`src/rtl/fetch_sequencer_pkg.sv`:
```
// Shared fetch-control definitions.
// Holds the sequencer state encodings, the next-PC select codes (the fetch stage's PC mux
// decodes the same values) and the redirect-detect helper.
package cpu_pkg;

    // Values are visible on state_o for debug, so the encoding is fixed.
    typedef enum logic [1:0] {
        BOOT  = 2'b00,
        FETCH = 2'b01,
        DRAIN = 2'b10,
        HALT  = 2'b11
    } state_e;

    localparam logic [1:0] SEL_PC4  = 2'b00;  // sequential PC+4
    localparam logic [1:0] SEL_JUMP = 2'b01;  // jump_exe target
    localparam logic [1:0] SEL_REG  = 2'b10;  // DOA_exe register target
    localparam logic [1:0] SEL_ZERO = 2'b11;  // boot vector

    // A valid execute-stage jump, or a taken conditional branch, redirects fetch.
    function automatic logic redirect_of(input logic valid, input logic jal, input logic jalr,
                                         input logic branch, input logic taken);
        return valid & (jal | jalr | (branch & taken));
    endfunction

endpackage

```
`src/rtl/fetch_sequencer_if.sv`:
```
// Signal bundle between the fetch sequencer and its neighbours.
// master: the sequencer (reads execute/hazard/imem status, drives PC control).
// slave : the surroundings (drive status, observe PC control and debug outputs).
// Inputs : exe_valid, exe_jal, exe_jalr, exe_branch, exe_taken, hazard_stall, imem_ack,
//          halt_req, restart.
// Outputs: SEL_DIR, pc_en, imem_req, flush_if, flush_id, fetch_err, redirect_cnt, state_o.
interface fetch_sequencer_if #(
    parameter int unsigned CNT_W = 16
) ();

    logic             exe_valid;
    logic             exe_jal;
    logic             exe_jalr;
    logic             exe_branch;
    logic             exe_taken;
    logic             hazard_stall;
    logic             imem_ack;
    logic             halt_req;
    logic             restart;

    logic [1:0]       SEL_DIR;
    logic             pc_en;
    logic             imem_req;
    logic             flush_if;
    logic             flush_id;
    logic             fetch_err;
    logic [CNT_W-1:0] redirect_cnt;
    logic [1:0]       state_o;

    modport master (
        input  exe_valid, exe_jal, exe_jalr, exe_branch, exe_taken,
        input  hazard_stall, imem_ack, halt_req, restart,
        output SEL_DIR, pc_en, imem_req, flush_if, flush_id,
        output fetch_err, redirect_cnt, state_o
    );

    modport slave (
        output exe_valid, exe_jal, exe_jalr, exe_branch, exe_taken,
        output hazard_stall, imem_ack, halt_req, restart,
        input  SEL_DIR, pc_en, imem_req, flush_if, flush_id,
        input  fetch_err, redirect_cnt, state_o
    );

endinterface

```
`src/rtl/fetch_sequencer_sat_counter.sv`:
```
// Saturating up-counter.
// Ports: clk (rising edge), rst_n (async active-low), inc (count one event), clear (sync
// zero, wins over inc), count (current value, holds at all-ones).
module sat_counter #(
    parameter int unsigned WIDTH = 16
) (
    input  logic             clk,
    input  logic             rst_n,
    input  logic             inc,
    input  logic             clear,
    output logic [WIDTH-1:0] count
);

    logic [WIDTH-1:0] count_q, count_d;

    always_comb begin
        count_d = count_q;
        if (clear) begin
            count_d = '0;
        end else if (inc && (count_q != {WIDTH{1'b1}})) begin
            count_d = count_q + 1'b1;
        end
    end

    always_ff @(posedge clk or negedge rst_n) begin
        if (!rst_n) begin
            count_q <= '0;
        end else begin
            count_q <= count_d;
        end
    end

    assign count = count_q;

endmodule

```
`src/rtl/fetch_sequencer.sv`:
```
// Fetch-stage control: picks the next-PC source and PC load enable through boot, sequential
// fetch, redirect + flush, hazard stalls, imem wait states and halt.
// Ports: reloj (clock, rising edge), reset (async active-low), bus (fetch_sequencer_if.master:
// execute/hazard/imem/halt status in, SEL_DIR/pc_en/imem_req/flush_if/flush_id out, plus the
// sticky fetch_err, the saturating redirect_cnt and state_o for debug).
// bus must be instantiated with the same CNT_W as this module.
module fetch_sequencer
    import cpu_pkg::*;
#(
    parameter int unsigned FLUSH_CYCLES = 1,   // 1..7
    parameter int unsigned TIMEOUT      = 16,  // 2..255
    parameter int unsigned CNT_W        = 16
) (
    input  logic          reloj,
    input  logic          reset,
    fetch_sequencer_if.master bus
);

    localparam logic [2:0] DRAIN_INIT = 3'(FLUSH_CYCLES - 1);
    localparam logic [7:0] WAIT_LAST  = 8'(TIMEOUT - 1);

    state_e     state_q, state_d;
    logic [2:0] drain_q, drain_d;
    logic [7:0] wait_q, wait_d;
    logic       err_q, err_d;
    logic       redirect_inc;
    logic       redirect;

    logic [1:0] sel_dir;
    logic       pc_en;
    logic       imem_req;
    logic       flush_if;
    logic       flush_id;

    logic [CNT_W-1:0] redirect_cnt;

    assign redirect = redirect_of(bus.exe_valid, bus.exe_jal, bus.exe_jalr,
                                  bus.exe_branch, bus.exe_taken);

    // State and counter registers.
    always_ff @(posedge reloj or negedge reset) begin
        if (!reset) begin
            state_q <= BOOT;
            drain_q <= '0;
            wait_q  <= '0;
            err_q   <= 1'b0;
        end else begin
            state_q <= state_d;
            drain_q <= drain_d;
            wait_q  <= wait_d;
            err_q   <= err_d;
        end
    end

    // Next state. wait_q counts consecutive unacknowledged request cycles of one fetch, so it
    // restarts whenever a fetch completes or fetching is abandoned.
    always_comb begin
        state_d      = state_q;
        drain_d      = drain_q;
        wait_d       = wait_q;
        err_d        = err_q;
        redirect_inc = 1'b0;
        unique case (state_q)
            BOOT: begin
                state_d = FETCH;
                wait_d  = '0;
            end
            FETCH: begin
                if (bus.halt_req) begin
                    state_d = HALT;
                    wait_d  = '0;
                end else if (redirect) begin
                    state_d      = DRAIN;
                    drain_d      = DRAIN_INIT;
                    wait_d       = '0;
                    redirect_inc = 1'b1;
                end else if (bus.hazard_stall) begin
                    wait_d = wait_q;
                end else if (bus.imem_ack) begin
                    wait_d = '0;
                end else if (wait_q == WAIT_LAST) begin
                    state_d = HALT;
                    err_d   = 1'b1;
                    wait_d  = '0;
                end else begin
                    wait_d = wait_q + 8'd1;
                end
            end
            DRAIN: begin
                // Redirects and acks here belong to squashed work and are ignored.
                if (bus.halt_req) begin
                    state_d = HALT;
                end else if (drain_q == 3'd0) begin
                    state_d = FETCH;
                end else begin
                    drain_d = drain_q - 3'd1;
                end
            end
            HALT: begin
                if (bus.restart) begin
                    state_d = BOOT;
                    err_d   = 1'b0;
                end
            end
            default: state_d = BOOT;
        endcase
    end

    // Outputs, combinational from state and inputs.
    always_comb begin
        sel_dir  = SEL_PC4;
        pc_en    = 1'b0;
        imem_req = 1'b0;
        flush_if = 1'b0;
        flush_id = 1'b0;
        unique case (state_q)
            BOOT: begin
                sel_dir  = SEL_ZERO;
                pc_en    = 1'b1;
                flush_if = 1'b1;
                flush_id = 1'b1;
            end
            FETCH: begin
                if (bus.halt_req) begin
                    imem_req = 1'b0;
                end else if (redirect) begin
                    // flush_if also drops an imem word arriving on this edge.
                    sel_dir  = bus.exe_jalr ? SEL_REG : SEL_JUMP;
                    pc_en    = 1'b1;
                    flush_if = 1'b1;
                    flush_id = 1'b1;
                end else if (bus.hazard_stall) begin
                    imem_req = 1'b1;
                end else if (bus.imem_ack) begin
                    pc_en    = 1'b1;
                    imem_req = 1'b1;
                end else begin
                    imem_req = 1'b1;
                end
            end
            DRAIN: begin
                flush_if = 1'b1;
            end
            HALT: begin
                imem_req = 1'b0;
            end
            default: begin
                sel_dir = SEL_PC4;
            end
        endcase
    end

    sat_counter #(
        .WIDTH (CNT_W)
    ) u_redirect_cnt (
        .clk   (reloj),
        .rst_n (reset),
        .inc   (redirect_inc),
        .clear (1'b0),
        .count (redirect_cnt)
    );

    assign bus.SEL_DIR      = sel_dir;
    assign bus.pc_en        = pc_en;
    assign bus.imem_req     = imem_req;
    assign bus.flush_if     = flush_if;
    assign bus.flush_id     = flush_id;
    assign bus.fetch_err    = err_q;
    assign bus.redirect_cnt = redirect_cnt;
    assign bus.state_o      = state_q;

endmodule
```
`src/flat_wrapper.sv`:
```
// flat-port wrapper written by rule: the top's interface ports become plain ports
module fetch_sequencer_flat import cpu_pkg::*;
#(
    parameter int unsigned FLUSH_CYCLES = 1,          
    parameter int unsigned TIMEOUT      = 16,           
    parameter int unsigned CNT_W        = 16
)
  (reloj, reset, bus_exe_valid, bus_exe_jal, bus_exe_jalr, bus_exe_branch, bus_exe_taken, bus_hazard_stall, bus_imem_ack, bus_halt_req, bus_restart, bus_SEL_DIR, bus_pc_en, bus_imem_req, bus_flush_if, bus_flush_id, bus_fetch_err, bus_redirect_cnt, bus_state_o);
  fetch_sequencer_if #(.CNT_W(CNT_W)) bus_i ();
  input  logic reloj;
  input  logic reset;
  input wire logic [$bits(bus_i.exe_valid)-1:0] bus_exe_valid;
  input wire logic [$bits(bus_i.exe_jal)-1:0] bus_exe_jal;
  input wire logic [$bits(bus_i.exe_jalr)-1:0] bus_exe_jalr;
  input wire logic [$bits(bus_i.exe_branch)-1:0] bus_exe_branch;
  input wire logic [$bits(bus_i.exe_taken)-1:0] bus_exe_taken;
  input wire logic [$bits(bus_i.hazard_stall)-1:0] bus_hazard_stall;
  input wire logic [$bits(bus_i.imem_ack)-1:0] bus_imem_ack;
  input wire logic [$bits(bus_i.halt_req)-1:0] bus_halt_req;
  input wire logic [$bits(bus_i.restart)-1:0] bus_restart;
  output wire logic [$bits(bus_i.SEL_DIR)-1:0] bus_SEL_DIR;
  output wire logic [$bits(bus_i.pc_en)-1:0] bus_pc_en;
  output wire logic [$bits(bus_i.imem_req)-1:0] bus_imem_req;
  output wire logic [$bits(bus_i.flush_if)-1:0] bus_flush_if;
  output wire logic [$bits(bus_i.flush_id)-1:0] bus_flush_id;
  output wire logic [$bits(bus_i.fetch_err)-1:0] bus_fetch_err;
  output wire logic [$bits(bus_i.redirect_cnt)-1:0] bus_redirect_cnt;
  output wire logic [$bits(bus_i.state_o)-1:0] bus_state_o;
  assign bus_i.exe_valid = bus_exe_valid;
  assign bus_i.exe_jal = bus_exe_jal;
  assign bus_i.exe_jalr = bus_exe_jalr;
  assign bus_i.exe_branch = bus_exe_branch;
  assign bus_i.exe_taken = bus_exe_taken;
  assign bus_i.hazard_stall = bus_hazard_stall;
  assign bus_i.imem_ack = bus_imem_ack;
  assign bus_i.halt_req = bus_halt_req;
  assign bus_i.restart = bus_restart;
  assign bus_SEL_DIR = bus_i.SEL_DIR;
  assign bus_pc_en = bus_i.pc_en;
  assign bus_imem_req = bus_i.imem_req;
  assign bus_flush_if = bus_i.flush_if;
  assign bus_flush_id = bus_i.flush_id;
  assign bus_fetch_err = bus_i.fetch_err;
  assign bus_redirect_cnt = bus_i.redirect_cnt;
  assign bus_state_o = bus_i.state_o;
  fetch_sequencer #(.FLUSH_CYCLES(FLUSH_CYCLES), .TIMEOUT(TIMEOUT), .CNT_W(CNT_W)) u_core (.reloj(reloj), .reset(reset), .bus(bus_i));
endmodule
```
`config.mk`:
```
export PLATFORM = sky130hd
export DESIGN_NAME = fetch_sequencer_flat
export DESIGN_NICKNAME = d
export VERILOG_FILES = /design/src/rtl/fetch_sequencer_pkg.sv /design/src/rtl/fetch_sequencer_if.sv /design/src/rtl/fetch_sequencer_sat_counter.sv /design/src/rtl/fetch_sequencer.sv /design/src/flat_wrapper.sv
export SDC_FILE = /design/constraint.sdc
export NUM_CORES = 1
export LEC_CHECK = 0
export CORE_MARGIN = 3
export CORE_UTILIZATION = 55
export DETAILED_ROUTE_END_ITERATION = 6
export DONT_BUFFER_PORTS = 1
export GPL_TIMING_DRIVEN = 1
export HOLD_SLACK_MARGIN = 0.03
export MAX_ROUTING_LAYER = met4
export PLACE_DENSITY = 0.73
export SETUP_SLACK_MARGIN = 0.05
export SYNTH_ARGS = -nofsm -noshare
export SYNTH_HDL_FRONTEND = slang
export SYNTH_SLANG_ARGS = --single-unit
```
`constraint.sdc`:
```
create_clock -name reloj -period 1.6 [get_ports reloj]
set_input_delay 0.16 -clock reloj [delete_from_list [all_inputs] [get_ports reloj]]
set_output_delay 0.16 -clock reloj [all_outputs]
set_load 0.02 [all_outputs]
```
After elaboration in Yosys (flattened, before gate mapping)
Cells that the tools add are included.

Add/subtract/negate cells: 3. Eq/ne operators: 18. Mux-type cells: 44. Bitwise logic cells: 4. Reduce and logical (&&, ||, !) cells: 11.

Operators by type and width (number): 2-to-1 mux 8 bit (5); 2-to-1 mux 2 bit (11); adder 16 x 1 -> 16 bit (second input constant) (1); 2-to-1 mux 1 bit (16); inequality test 16 bit (second input constant) (1); case mux 8 bit (2 select lines) (1); inequality test 2 bit (second input constant) (7); 2-to-1 mux 3 bit (4); AND reduction 5 bit (2); adder 8 x 1 -> 8 bit (second input constant) (1); equality test 8 x 4 -> 1 bit (second input constant) (1); inequality test 4 x 3 -> 1 bit (second input constant) (2); case mux 1 bit (2 select lines) (4); case mux 2 bit (4 select lines) (1); AND reduction 7 bit (1); case mux 3 bit (2 select lines) (1); nonzero test 2 bit (3); equality test 2 bit (second input constant) (2); inequality test 2 x 1 -> 1 bit (second input constant) (2); inequality test 4 x 2 -> 1 bit (second input constant) (1); case mux 2 bit (2 select lines) (1); zero test 3 bit (1); inequality test 3 x 2 -> 1 bit (second input constant) (1); subtractor 3 x 1 -> 3 bit (second input constant) (1); 7 further kinds (9).

Register bits after elaboration: 30. Output and inout port bits: 25.

Depth between registers and ports, before layout
Gate-level depths: netlist of run 1.

Depth in word-level cells: 7. Mapped depth: 7. Depth with buffers taken out: 7.

Hierarchy
Synthesis of run 1 repeated with hierarchy kept, for this count alone.

Cell total of the unflattened synthesis: 192. Area total of the unflattened synthesis: 1830.5 um^2.

By module, submodules not included: sat_counter (times used 1, cells each 94, area each 930.9 um^2); fetch_sequencer (times used 1, cells each 98, area each 899.6 um^2).

Least setup slack after synthesis of run 1
Ideal clock, no wire load.

Path kind: reg2reg. Start point: register u_core.state_q[1] (netlist: u_core.bus.state_o[1]). End point: register u_core.state_q[1] (netlist: u_core.bus.state_o[1]). Setup time: 120 ps. Data arrival time: 1606 ps. Data required time: 1480 ps. Slack: -126 ps. Cell stages (with the launch flop): 5. Clock period less this slack: 1726 ps. Cell sequence: dfrtp_1 or3b_4 a21oi_2 o31ai_1 a31o_2.

Cells in the longest elaborated chain, start to end: 3. Elaborated cells on any way between the ends: 11. Those cells by class: 8 x eq/ne; 1 x mux; 2 x reduce/logical.

Ends and longest elaborated chain: from (decl) (line fetch_sequencer.sv:22) `state_e state_q, state_d;`; from (signal assigned) (line fetch_sequencer.sv:48) `state_q <= state_d;`; equality test 2 x 1 -> 1 bit or equality test 2 bit (tied branches) (line fetch_sequencer.sv:63) `unique case (state_q)`; inequality test 4 x 2 -> 1 bit (no line) (tied with other cells); AND reduction 5 bit (no line).

Parallel ways exist; a longest one is shown, timed or not. A chain may end at the register's enable or synchronous reset.

Worst setup path after layout of run 1
Start point: register u_core.state_q[1] (netlist: u_core.bus.state_o[1]). End point: output bus_imem_req.

Cells in the longest elaborated chain, start to end: 2.

Ends and longest elaborated chain: equality test 2 x 1 -> 1 bit (line fetch_sequencer.sv:116) `unique case (state_q)`; 2-to-1 mux 1 bit (line fetch_sequencer.sv:116); to (decl) (line flat_wrapper.sv:23) `output wire logic [$bits(bus_i.imem_req)-1:0] bus_imem_req;`.

Every way passes these cells.

==> run metrics, run 1 <==
instance count of the mapped netlist=172; nature of the critical path endpoint=primary output; largest net degree at the start of global routing=31; # fillers=114; clock-pin transition on the worst setup and hold timing paths=0.10 ns; ratio of final minimum period to clock period=112%; Peak VDD IR=0.933 mV; total of buffers placed on input and output ports=0; height of the die=62.3 microns; I/O Pins=36; maximum cell stage delay along the critical path=0.42 ns; iteration count of the initial detailed-routing pass=5; drt total wl=5550 microns; PnR worst setup slack=-0.190 ns; required time reported for the critical path endpoint=1.44 ns; yosys warns=0; WS Path Type=reg -> out; fraction of power consumed by combinational cells=44.7%; average cell area after synthesis=10.1 sq um; critical path buffer and inverter count=2; upper clock frequency limit=559 MHz; Num CTS Buffers=5; number of sinks driven by the clock tree=30; share of the synthesized area in the top cell type=43.1%; kind of start point of the critical path=flop; maximum fanout along the worst path=3; violations in the final reports=setup timing; number of diodes=0; portion of total power attributed to sequential cells=35.5%; Hold Path Depth=2; routability congestion estimate from global placement=0.861; fin. max-slew vios=0; count of unresolved DRC violations after routing=0; buffer levels on the longest clock path=2; share of final-layout standard cells stronger than drive strength 1=50.7%; slack of the worst reg-to-reg path=-0.13 ns; slew margin rel.=78.0%; count of nets after finishing=237; Skew-Pair Late Insertion Delay=0.34 ns; terminating pin of the worst hold path=u_core.bus.fetch_err; R2R cell count=6; GRT Overall Usage=26.1%; critical register-to-register path endpoint=u_core.u_redirect_cnt.count[1]; filler-free cell count of the finished design=265; Starting Density=60.5%; Post-synth EDFFs=0; Floorplan Core Area=2880 sq um; slowest cell on the critical path=sky130_fd_sc_hd__dfrtp_2; ANT nets after route=0; worst flop-to-flop path startpoint=u_core.u_redirect_cnt.count[1]; layout-stage area growth over the synthesis result=46.6%; number of unique standard cell types used by synthesis=48; average wire per cell in the routed design=20.9 microns; count of state elements after synthesis=30; Max Cap Viol=0; number of antenna violations at the first check in global routing=0; width of the die=62.3 microns; via total after detailed routing=1662; clock tree from TritonCTS=built; Final Hold Violating Endpoints=0; critical-path cell list=buf_4, or3b_4, a21oi_4, buf_6; row count=19; overall die area=3880 sq um; power per unit of standard cell area=983 nW/um^2; count of placed standard cells including taps=241; total congestion overflow=0; area of the mapped netlist=1740 sq um; setup repair after global routing missed its margin=true; run status=finished with violations; Pwr Total=0.00251 W; cell at the root of the clock tree=sky130_fd_sc_hd__clkbuf_4; largest area contributor in the netlist=sky130_fd_sc_hd__dfrtp_1; switch share=40.0%; H-tree levels=2; Largest delay share family, worst path=flip-flops; net switching power=0.00100 W; measured slew at the worst slew-check pin=0.327 ns; Final Setup Violations=31; leakage=1.13 nW; cells taking the most area after synthesis=sky130_fd_sc_hd__dfrtp_1, sky130_fd_sc_hd__xor2_1, sky130_fd_sc_hd__nand3_1; part of the Yosys area used for sequential elements=43.1%; share of flip-flops with an asynchronous set or reset=100%; Hold Path Origin=bus_imem_ack; Clk network pwr share=19.8%; via count of the first global-routing pass=1600; Pint=0.00151 W; global-route wire length before repair=7910 microns; worst setup skew after layout=0.00851 ns; detailed-route vias per instance=6.27; Period minus WS final=1.79 ns; HPWL after DPL=3020 microns; path type of the worst min-delay path=in -> reg; Detailed Route Iter0 Violations=168; signal arrival time at the worst endpoint=1.63 ns; dominant synthesized flop cell=sky130_fd_sc_hd__dfrtp_1; nets in the synthesized netlist=187
[registers in the layout, summed over array words and instances, names as in the netlist]
name and count:
u_core.u_redirect_cnt.count 16, u_core.drain_q 3, u_core.bus.fetch_err 1, u_core.bus.state_o 2, u_core.wait_q 8
[area by class of cell]
cell class / instances / area, sq um / share of cell area, %
sequential: 30 / 757 / 29.7
inverter: 8 / 30.0 / 1.18
multi-input combinational: 129 / 1230 / 48.1
clock inverter: 1 / 5.00 / 0.196
tap: 42 / 52.6 / 2.06
timing repair buffer: 48 / 425 / 16.7
clock buffer: 7 / 55.1 / 2.16
[Yosys cell counts, types with 3 or more instances]
cell and instances:
sky130_fd_sc_hd__a21oi_1 5, sky130_fd_sc_hd__a221o_2 3, sky130_fd_sc_hd__and3_1 4, sky130_fd_sc_hd__clkbuf_1 3, sky130_fd_sc_hd__dfrtp_1 30, sky130_fd_sc_hd__ha_1 4, sky130_fd_sc_hd__inv_1 8, sky130_fd_sc_hd__nand2_1 14
sky130_fd_sc_hd__nand3_1 14, sky130_fd_sc_hd__nand4_1 6, sky130_fd_sc_hd__nor2_1 6, sky130_fd_sc_hd__nor3_1 8, sky130_fd_sc_hd__nor3_2 4, sky130_fd_sc_hd__o21ai_0 5, sky130_fd_sc_hd__xor2_1 14
[power by group through the flow]
stage	registers, W	logic [W]	clock network [W]
floorplan	0.00100	0.000424	0
global placement	0.000895	0.000745	0
detailed placement	0.000903	0.000763	0
CTS	0.000881	0.000921	0.000486
global route	0.000900	0.00118	0.000536
finish	0.000890	0.00112	0.000497
[cells by family (layout without fill, tap and decap cells)]
family                   after synthesis  after routing  synth area share (%)
AND/OR/NAND/NOR                       78             78                  28.4
flip-flops                            30             30                  43.1
adder cells (fa/ha/maj)                4              4                  2.88
multiplexers                           3              3                  1.87
AO/OA/AOI/OAI                         30             30                  13.2
XOR/XNOR                              14             14                  7.05
buffers and inverters                 13             64                  3.45
[per-layer routing]
metal  part of all wire [%]  global-route usage (%)  vias up
met4                    3.6                    7.99        0
met1                     38                    30.0      831
li1                       -                       -      731
met5                      0                       -        -
met3                    6.5                    5.23       23
met2                     52                    46.0       77
[through the flow]
stage / hold slack [ns] / util (%) / instance area, sq um / worst slack [ns] / setup TNS [ns]
after global routing: 0.0349 / 88.7 / 2550 / -0.223 / -3.60
after CTS: 0.0309 / 81.6 / 2350 / -0.153 / -0.982
after floorplan: -0.136 / - / 1770 / 0.0239 / 0
after global placement: -0.135 / 70.6 / 2030 / 0.0343 / 0
after detailed placement: -0.135 / 70.6 / 2030 / -0.0629 / -0.163
final: 0.0341 / 88.7 / 2550 / -0.190 / -1.83
[layout by cell type (no fill, tap or decap), types with 2 or more instances in the layout]
cell	Yosys	final
sky130_fd_sc_hd__nor2_4	0	2
sky130_fd_sc_hd__dfrtp_2	0	5
sky130_fd_sc_hd__nor3_1	8	3
sky130_fd_sc_hd__a221o_2	3	3
sky130_fd_sc_hd__nand2_1	14	13
sky130_fd_sc_hd__o21ai_0	5	2
sky130_fd_sc_hd__a21oi_2	1	2
sky130_fd_sc_hd__nor2_1	6	3
sky130_fd_sc_hd__xor2_1	14	14
sky130_fd_sc_hd__o221ai_2	0	2
sky130_fd_sc_hd__inv_2	0	2
sky130_fd_sc_hd__o21ai_1	1	4
sky130_fd_sc_hd__nand3_1	14	10
sky130_fd_sc_hd__and4_1	2	2
sky130_fd_sc_hd__ha_4	0	2
sky130_fd_sc_hd__o21a_1	2	2
sky130_fd_sc_hd__buf_12	0	2
sky130_fd_sc_hd__dfrtp_1	30	25
sky130_fd_sc_hd__nand4_1	6	6
sky130_fd_sc_hd__buf_6	1	6
sky130_fd_sc_hd__nor3_4	0	6
sky130_fd_sc_hd__nor4_4	0	4
sky130_fd_sc_hd__nand2b_1	2	2
sky130_fd_sc_hd__nand2_4	1	2
sky130_fd_sc_hd__dlygate4sd3_1	0	4
sky130_fd_sc_hd__buf_4	1	35
sky130_fd_sc_hd__inv_1	8	6
sky130_fd_sc_hd__and3_1	4	3
sky130_fd_sc_hd__nand3_2	0	4
sky130_fd_sc_hd__nor3_2	4	3
sky130_fd_sc_hd__clkbuf_4	0	5
sky130_fd_sc_hd__a21oi_4	0	4
[how the worst max path moves through the flow]
stage                           from                end  slack [ns]  depth (start not counted)
2_1_floorplan  u_core.bus.state_o[1]     bus_SEL_DIR[0]        0.02                          4
3_3_place_gp       u_core.drain_q[0]  u_core.drain_q[0]        0.03                          6
3_5_place_dp       u_core.drain_q[0]  u_core.drain_q[2]       -0.06                          6
4_1_cts        u_core.bus.state_o[1]     bus_SEL_DIR[0]       -0.15                          4
5_1_grt        u_core.bus.state_o[1]       bus_imem_req       -0.22                          4
6_report       u_core.bus.state_o[1]       bus_imem_req       -0.19                          4
[what timing repair did]
action                                 in CTS  in global routing
resized for setup                          33                 31
endpoints found under the hold margin      32                  1
hold buffers                                4                  1
pin swaps                                  12                 21
setup endpoints to repair                  24                 32
setup buffers                               6                  5
Note: power is estimated with default switching activity, not from simulation.
==> run 2: changes to the inputs <==
GPL_TIMING_DRIVEN = default   (was 1)
RECOVER_POWER = 100   (was default)
==> run metrics, run 2 (synthesized netlist as in run 1, its figures left out) <==
run status=finished with violations; violations in the final reports=setup timing; portion of total power attributed to sequential cells=35.8%; global-route wire length before repair=7910 microns; path type of the worst min-delay path=in -> reg; nature of the critical path endpoint=primary output; via count of the first global-routing pass=1600; Pwr Total=0.00249 W; PnR worst setup slack=-0.192 ns; slack of the worst reg-to-reg path=-0.13 ns; count of unresolved DRC violations after routing=0; count of nets after finishing=237; flip-flop count of the largest register, all copies and words added=16; GRT Overall Usage=26.1%; upper clock frequency limit=558 MHz; critical path buffer and inverter count=2; number of sinks driven by the clock tree=30; power per unit of standard cell area=996 nW/um^2; largest net degree at the start of global routing=31; fin. max-slew vios=0; detailed-route vias per instance=6.21; slew margin rel.=47.7%; required time reported for the critical path endpoint=1.44 ns; layout-stage area growth over the synthesis result=43.3%; Final Hold Violating Endpoints=0; WS Path Type=reg -> out; maximum cell stage delay along the critical path=0.42 ns; height of the die=62.3 microns; Final Setup Violations=32; net switching power=0.00100 W; leading cell type in the layout, fill and taps excluded=sky130_fd_sc_hd__dfrtp_1; clock tree from TritonCTS=built; I/O Pins=36; maximum fanout along the worst path=3; Detailed Route Iter0 Violations=183; ratio of final minimum period to clock period=112%; Floorplan Core Area=2880 sq um; share of final-layout standard cells stronger than drive strength 1=45.7%; worst setup skew after layout=0.00868 ns; setup repair after global routing missed its margin=true; Largest delay share family, worst path=flip-flops; overall die area=3880 sq um; clock-pin transition on the worst setup and hold timing paths=0.10 ns; kind of start point of the critical path=flop; H-tree levels=2; ANT nets after route=0; width of the die=62.3 microns; fraction of power consumed by combinational cells=44.2%; critical-path cell list=buf_4, or3b_4, a21oi_4, buf_6; switch share=40.2%; Peak VDD IR=0.934 mV; Period minus WS final=1.79 ns; # fillers=132; number of diodes=0; row count=19; drt total wl=5540 microns; via total after detailed routing=1646; worst slack at placement=-0.0629 ns; Pint=0.00149 W; Clk network pwr share=20.0%; measured slew at the worst slew-check pin=0.785 ns; signal arrival time at the worst endpoint=1.63 ns; average wire per cell in the routed design=20.9 microns; Starting Density=60.5%; slowest cell on the critical path=sky130_fd_sc_hd__dfrtp_2; total of buffers placed on input and output ports=0; iteration count of the initial detailed-routing pass=5; total congestion overflow=0; buffer levels on the longest clock path=2; HPWL after DPL=3020 microns; Num CTS Buffers=5; Max Cap Viol=0; number of antenna violations at the first check in global routing=0; commonest cells after routing, fill and taps aside=sky130_fd_sc_hd__dfrtp_1, sky130_fd_sc_hd__buf_4, sky130_fd_sc_hd__xor2_1; cell at the root of the clock tree=sky130_fd_sc_hd__clkbuf_4; Skew-Pair Late Insertion Delay=0.34 ns; leakage=1.08 nW; routability congestion estimate from global placement=0.861
## run 2: final timing paths
path	start	to	cells after the start
worst max-delay path	u_core.bus.state_o[1]	bus_imem_req	4
worst min-delay path	bus_imem_ack	u_core.bus.fetch_err	2
worst max register to register	u_core.u_redirect_cnt.count[1]	u_core.u_redirect_cnt.count[1]	6
worst min register to register	u_core.u_redirect_cnt.count[7]	u_core.u_redirect_cnt.count[7]	1
max in group asynchronous	reset	u_core.u_redirect_cnt.count[2]	2
min in group asynchronous	reset	u_core.wait_q[5]	2
## run 2: power by group through the flow
stage               Combinational (W)  Sequential (W)  Clock, W
floorplan                    0.000424         0.00100         0
global placement             0.000745        0.000895         0
detailed placement           0.000763        0.000903         0
CTS                          0.000921        0.000881  0.000486
global route                  0.00116        0.000899  0.000536
finish                        0.00110        0.000890  0.000497
## run 2: timing repair
action | CTS | global route
pin swaps | 12 | 21
setup endpoints to repair | 24 | 32
buffers inserted | 6 | 5
hold buffers | 4 | 1
gates resized for setup | 33 | 31
hold endpoints to repair | 32 | 1
## run 2: cell type report
class / instances / area (sq um) / share of cell area, %
Timing Repair Buffer: 48 / 369 / 14.8
Tap cell: 42 / 52.6 / 2.11
Clock buffer: 7 / 55.1 / 2.21
Inverter: 8 / 30.0 / 1.20
Clock inverter: 1 / 5.00 / 0.201
Sequential cell: 30 / 757 / 30.3
Multi-Input combinational cell: 129 / 1230 / 49.1
## run 2: routing by layer
layer / GRT usage [%] / wire [microns] / vias to the layer above
met5: - / 0 / -
met1: 30.0 / 2110 / 818
met3: 5.23 / 390 / 23
met4: 7.99 / 184 / 0
li1: - / - / 729
met2: 46.0 / 2850 / 76
## run 2: metrics by stage
step	instance area [sq um]	cells	hold slack, ns	TNS (ns)	util [%]
2_1_floorplan	1770	172	-0.136	0	-
3_3_place_gp	2030	241	-0.135	0	70.6
3_5_place_dp	2030	241	-0.135	-0.163	70.6
4_1_cts	2350	259	0.0309	-0.982	81.6
5_1_grt	2490	265	0.0349	-3.81	86.7
6_report	2490	265	0.0304	-2.02	86.7
